**src/rtl/hdbn_b_insert.sv**
```systemverilog
// hdbn_b_insert: HDBn B-pulse insertion stage.
// A delay line of ORDER+1 symbol stages (oldest stage drives the output).
// When a V marker enters stage 0 and the number of marks since the previous
// V is even, the zero leaving for the output stage is replaced by a B.
// Optional build macro HDBN_B_STATS_EN adds saturating b_count/v_count ports.
module hdbn_b_insert #(
  parameter int unsigned ORDER   = 3,
  parameter bit          FIRST_B = 1'b0
) (
  input  logic       clk,
  input  logic       rst,
  input  logic       en,
  input  logic [1:0] origin_data,
  output logic [1:0] encoding_data,
  output logic       encoding_data_instruction,
  output logic       sym_err
`ifdef HDBN_B_STATS_EN
  ,
  output logic [15:0] b_count,
  output logic [15:0] v_count
`endif
);

  localparam int unsigned DEPTH = ORDER + 1;
  localparam int unsigned CW    = $clog2(DEPTH);
  localparam logic [CW-1:0] LAST = CW'(ORDER);

  localparam logic [1:0] IDLE  = 2'd0;
  localparam logic [1:0] RUN   = 2'd1;
  localparam logic [1:0] DRAIN = 2'd2;

  localparam logic [1:0] SYM_ZERO = 2'b00;
  localparam logic [1:0] SYM_MARK = 2'b01;
  localparam logic [1:0] SYM_V    = 2'b10;
  localparam logic [1:0] SYM_B    = 2'b11;

  logic [1:0]          state;
  logic [CW-1:0]       drain_cnt;
  logic [ORDER:0][1:0] stage_sym;
  logic [ORDER:0]      stage_vld;
  logic                parity;
  logic                v_seen;

  logic                shift;
  logic [1:0]          in_sym;
  logic                in_v;
  logic                in_mark;
  logic                in_bad;
  logic                sub_b;
  logic [ORDER:0][1:0] sym_nxt;
  logic [ORDER:0]      vld_nxt;

  // Next contents of the delay line, including B substitution at the output stage
  always_comb begin
    shift   = en || (state != IDLE);
    in_bad  = en && (origin_data == SYM_B);
    in_v    = en && (origin_data == SYM_V);
    in_mark = en && (origin_data == SYM_MARK);
    in_sym  = (en && !in_bad) ? origin_data : SYM_ZERO;
    sub_b   = in_v && (v_seen || FIRST_B) && !parity &&
              stage_vld[ORDER-1] && (stage_sym[ORDER-1] == SYM_ZERO);
    sym_nxt = {stage_sym[ORDER-1:0], in_sym};
    vld_nxt = {stage_vld[ORDER-1:0], en};
    if (sub_b) begin
      sym_nxt[ORDER] = SYM_B;
    end
  end

  // Delay line and symbol-error pulse
  always_ff @(negedge clk or negedge rst) begin
    if (!rst) begin
      stage_sym <= '0;
      stage_vld <= '0;
      sym_err   <= 1'b0;
    end else begin
      sym_err <= in_bad;
      if (shift) begin
        stage_sym <= sym_nxt;
        stage_vld <= vld_nxt;
      end
    end
  end

  // Burst control FSM with parity and V-seen tracking
  always_ff @(negedge clk or negedge rst) begin
    if (!rst) begin
      state     <= IDLE;
      drain_cnt <= '0;
      parity    <= 1'b0;
      v_seen    <= 1'b0;
    end else begin
      // A B is only ever inserted alongside a V, and the V clears parity,
      // so the toggle a B would cause is subsumed by that clear.
      if (in_v) begin
        parity <= 1'b0;
        v_seen <= 1'b1;
      end else if (in_mark) begin
        parity <= ~parity;
      end
      case (state)
        IDLE: begin
          if (en) begin
            state <= RUN;
          end
        end
        RUN: begin
          if (!en) begin
            state     <= DRAIN;
            drain_cnt <= CW'(1);
          end
        end
        DRAIN: begin
          if (en) begin
            state <= RUN;
          end else if (drain_cnt == LAST) begin
            state     <= IDLE;
            drain_cnt <= '0;
            parity    <= 1'b0;
            v_seen    <= 1'b0;
          end else begin
            drain_cnt <= drain_cnt + 1'b1;
          end
        end
        default: begin
          state <= IDLE;
        end
      endcase
    end
  end

  assign encoding_data_instruction = stage_vld[ORDER];
  assign encoding_data             = stage_vld[ORDER] ? stage_sym[ORDER] : SYM_ZERO;

`ifdef HDBN_B_STATS_EN
  // Saturating counters of inserted B pulses and V symbols reaching the output
  always_ff @(negedge clk or negedge rst) begin
    if (!rst) begin
      b_count <= '0;
      v_count <= '0;
    end else begin
      if (sub_b && (b_count != '1)) begin
        b_count <= b_count + 1'b1;
      end
      if (shift && vld_nxt[ORDER] && (sym_nxt[ORDER] == SYM_V) && (v_count != '1)) begin
        v_count <= v_count + 1'b1;
      end
    end
  end
`endif

endmodule

```
**config.mk**
```make
export PLATFORM = sky130hd
export DESIGN_NAME = hdbn_b_insert
export DESIGN_NICKNAME = d
export VERILOG_FILES = /design/src/rtl/hdbn_b_insert.sv
export SDC_FILE = /design/constraint.sdc
export NUM_CORES = 1
export LEC_CHECK = 0
export ABC_AREA = 1
export CAP_MARGIN = 20
export CORE_UTILIZATION = 40
export DETAILED_ROUTE_END_ITERATION = 16
export PLACE_DENSITY = 0.58
export SLEW_MARGIN = 20
export SYNTH_ARGS = -nofsm -noshare
export SYNTH_HDL_FRONTEND = slang
export SYNTH_SLANG_ARGS = --single-unit
```
**constraint.sdc**
```tcl
create_clock -name clk -period 1.45 [get_ports clk]
set_clock_uncertainty 0.15 [all_clocks]
set_input_delay 0.145 -clock clk [delete_from_list [all_inputs] [get_ports clk]]
set_output_delay 0.145 -clock clk [all_outputs]
set_load 0.02 [all_outputs]
```
=== Word-level counts from Yosys, hierarchy flattened ===
Index checks and enable logic that the tools add are counted.

* Bitwise gates (word level): 1
* Add/sub/neg operators: 1
* Equal/unequal tests: 10
* Mux-type cells: 21
* Reductions and logical operators: 17

{| class="wikitable"
|+ Operator list
! kind !! number
|-
| $mux W2 || 10
|-
| $mux W1 || 9
|-
| $eq A2 B2 Y1 const B || 4
|-
| $logic_and A1 B1 Y1 || 8
|-
| $ne A2 B2 Y1 const B || 3
|-
| $pmux W2 S3 || 1
|-
| $reduce_and A3 Y1 || 2
|-
| $eq A2 B1 Y1 const B || 2
|-
| $logic_not A2 Y1 || 2
|-
| $pmux W2 S2 || 1
|-
| $reduce_bool A2 Y1 || 2
|-
| $ne A3 B3 Y1 const B || 1
|-
| $add A2 B1 Y2 const B || 1
|-
| $logic_not A1 Y1 || 2
|-
| $logic_or A1 B1 Y1 || 1
|-
| $not A1 Y1 || 1
|}

* Input bits: 5
* Output and inout port bits: 4
* Register bits after elaboration: 19
* Logic and storage cells: 60

=== Logic depth before layout (Yosys ltp) ===
Gate-level depths: netlist of run 1.

* Depth in word-level cells: 7
* Depth in mapped cells: 6
* Depth with buffers taken out: 6

==> impl_metrics.yaml, run 1 <==
power_and_ir_drop:
  power_switching_uw: 430
  power_frac_seq_pct: 50.1
  switching_share_pct: 32.1
  internal-power_uw: 910
  vdd_drop_max_mv: 0.675
  power.share.clock_pct: 20.2
  power-per-cell-area_nw_per_um2: 1080
  share_comb_of_total_power_pct: 29.6
  leakage_uw: 0.000595
logic_synthesis:
  netlist_area_um2: 860
  synth_enable_flop_cells: 0
  synth_sequential_area_ratio_pct: 55.3
  netlist-cell-type-count: 19
  synth_most_common_cell: "dfrtn_1"
  netlist.area_leader.share_pct: 55.3
  synth_largest_area_cell: "dfrtn_1"
  synth_seq_cells: 19
  ys_warn_count: 0
  synthFlopType: "dfrtn_1"
  synth.avg_cell_area_um2: 9.34
  share_of_async_settable_or_async_resettable_flops_after_synthesis_pct: 100
  post_synth_main_area_contributors: "dfrtn_1, nand2_1, nor2_1"
  ys_top_cells_by_count: "dfrtn_1, nand2_1, nor2_1"
  synth_fp_nets: 98
  syn_inst: 92
route:
  vias: 674
  first_pass_iters: 4
  first_iter_violations: 7
  route.met3.wl_um: 31
  wl_met1_um: 789
  drt-total-wl_um: 1590
  met2_length_um: 730
  top_layer: "met4"
  detail_route.drc_violations: 0
  antenna_left: 0
  drt-wirelength-per-cell_um: 10.9
  viasPerCell: 4.62
timing:
  grt_setup_unrepaired: "true"
  relSlewSlack_pct: 76.2
  final_max_slew_viol_count: 0
  final-setup-viol-count: 4
  worstMarginPinSlew_ns: 0.356
  worst_slack_ns: -0.559
  hold_violations: 0
hold_path:
  timing.hold.worst.start: "stage_sym[2]$_DFFE_NN0P_"
  worstHoldPathType: "flop to flop"
clocking:
  cts.path.max_buffers: 2
  clkTransAtPathRegs_ns: 0.08
  clock_latency_on_the_worst_skew_pair_ns: 0.30
  h-tree-depth: 1
  root_buffer: "clkbuf_4"
  cts_sinks: 19
  tritoncts: "built"
  tritoncts.num_buffers: 3
floorplan:
  io_pins: 9
  die_area_um2: 2340
  initial_standard_cell_utilization_of_the_core_pct: 43.4
  design.core.area_um2: 1980
  die_width_um: 48.4
  dieHeight_um: 48.4
  placement_rows: 16
worst_setup_path:
  critical_path.cell_chain: "nand2_1 > inv_2 > buf_6"
  critPathKind: "flop to primary output"
  cp_max_fo: 4
  required_time_at_the_worst_slack_endpoint_ns: 1.15
  critical_path.startpoint_type: "flop"
  cp_max_stage_delay_ns: 0.46
  regToRegStartpoint: "state[0]$_DFFE_NN0P_"
  cp.buffers_inverters: 2
  crit_path_end_kind: "primary output"
  arrival_ns: 1.71
  timing.critical_path.max_delay_family: "flip-flops"
  crit_slowest_cell: "dfrtn_1"
  critPathLaunch: "stage_vld[3]$_DFFE_NN0P_"
run_status:
  status: "complete, but fails checks"
  violations_in_the_final_reports: "setup timing"
global_route:
  wire_length_of_the_first_global_routing_pass_um: 3060
  grt.total_usage_pct: 17.1
  grt_max_degree: 20
  antenna_found_initial: 0
  globalRoute.totalOverflow: 0
  via_count_of_the_first_global_routing_pass: 689
placement:
  port_buffers: 8
  dpl.hpwl_um: 1060
  place.gp.congestion: 0.718
  post_placement_worst_setup_slack_ns: -0.756
cells_and_area:
  share_of_final_layout_standard_cells_stronger_than_drive_strength_1_pct: 45.4
  num-nets-final: 126
  fillCellCount: 171
  diodes: 0
  area_growth_syn_to_layout_pct: 44.3
  final_cell_utilization_of_the_core_pct: 62.6
flow_run:
  max-cap-violations: 0
-- worst reg2reg max path: stages (launching register included) --
cell	delay, ns
dfrtn_1	0.37
nor2_4	0.32
nand2_8	0.13
buf_8	0.17
nand2_2	0.05
nand2_1	0.05
-- power groups by stage --
stage / Sequential [µW] / Combinational [µW] / Clock, µW
3_5_place_dp: 679 / 338 / 0
4_1_cts: 672 / 385 / 280
5_1_grt: 682 / 444 / 304
3_3_place_gp: 676 / 334 / 0
6_report: 672 / 397 / 271
2_1_floorplan: 682 / 205 / 0
-- final timing paths --
kind / end / slack (ns) / depth (start not counted)
setup reg to reg: stage_sym[4]$_DFFE_NN0P_ / 0.08 / 5
max in group asynchronous: state[0]$_DFFE_NN0P_ / 0.34 / 2
min in group asynchronous: stage_sym[7]$_DFFE_NN0P_ / 0.64 / 2
setup / recovery: encoding_data[1] / -0.56 / 3
hold reg to reg: stage_sym[4]$_DFFE_NN0P_ / 0.28 / 2
hold / removal: stage_sym[4]$_DFFE_NN0P_ / 0.28 / 2
-- flip-flops by register name (all words and copies together) (netlist names) --
| name | cells |
|---|---|
| state | 2 |
| parity | 1 |
| stage_sym | 8 |
| drain_cnt | 2 |
| v_seen | 1 |
| sym_err | 1 |
| stage_vld | 4 |
-- stage by stage --
stage	total power, µW	hold WS [ns]	TNS, ns	cells	instance area, µm²
2_1_floorplan	887	0.264	-1.07	92	928
3_3_place_gp	1010	0.281	-14.81	134	1110
3_5_place_dp	1020	0.286	-14.93	134	1110
4_1_cts	1340	0.279	-2.21	146	1240
5_1_grt	1430	0.308	-2.27	146	1240
6_report	1340	0.283	-2.08	146	1240
-- area by class of cell --
class                           instances  area [µm²]  share of cell area, %
Sequential cell                        19         475                   38.3
Multi-Input combinational cell         59         388                   31.3
Timing Repair Buffer                   24         248                   20.0
Inverter                               13        67.6                   5.45
Tap cell                               27        33.8                   2.72
Clock buffer                            3        22.5                   1.82
Clock inverter                          1        5.00                  0.404
-- repair_timing --
action	in CTS	in global routing
resized for setup	48	4
setup buffers	8	1
setup endpoints to repair	23	14
hold buffers	0	0
pin swaps	5	2
-- placed cells by master, fill, tap and decap left out, drive strengths merged --
cell type and n:
buf 23, dfrtn 19, nand2 16, nor2 16, inv 13, a21oi 10
nand3 9, o21ai 6, clkbuf 3, nor3 1, ha 1, clkinv 1
clkdlybuf4s50 1
-- logic make-up after synthesis --
group	Yosys count	share of synthesized area (%)
AOI/OAI and AO/OA	16	11.1
adders and majority gates	1	1.46
buffers and inverters	14	8.30
DFF	19	55.3
and+or+nand+nor	42	23.9
-- routing by layer --
| metal | global-route usage, % | vias to the layer above |
|---|---|---|
| met5 | 0 | - |
| met4 | 8.82 | 0 |
| met3 | 2.83 | 5 |
| met2 | 26.8 | 11 |
| met1 | 22.8 | 308 |
| li1 | - | 350 |
(Power assumes the default switching activity.)
==> run 2, diff against run 1 <==
--- a/config.mk
+++ b/config.mk
@@ -6,7 +6,7 @@
 export NUM_CORES = 1
 export LEC_CHECK = 0
 export ABC_AREA = 1
-export CAP_MARGIN = 20
+export CAP_MARGIN = 5
 export CORE_UTILIZATION = 40
 export DETAILED_ROUTE_END_ITERATION = 16
 export PLACE_DENSITY = 0.58
==> results of run 2 <==
The final DEF is identical to that of run 1; final timing and power are the same.
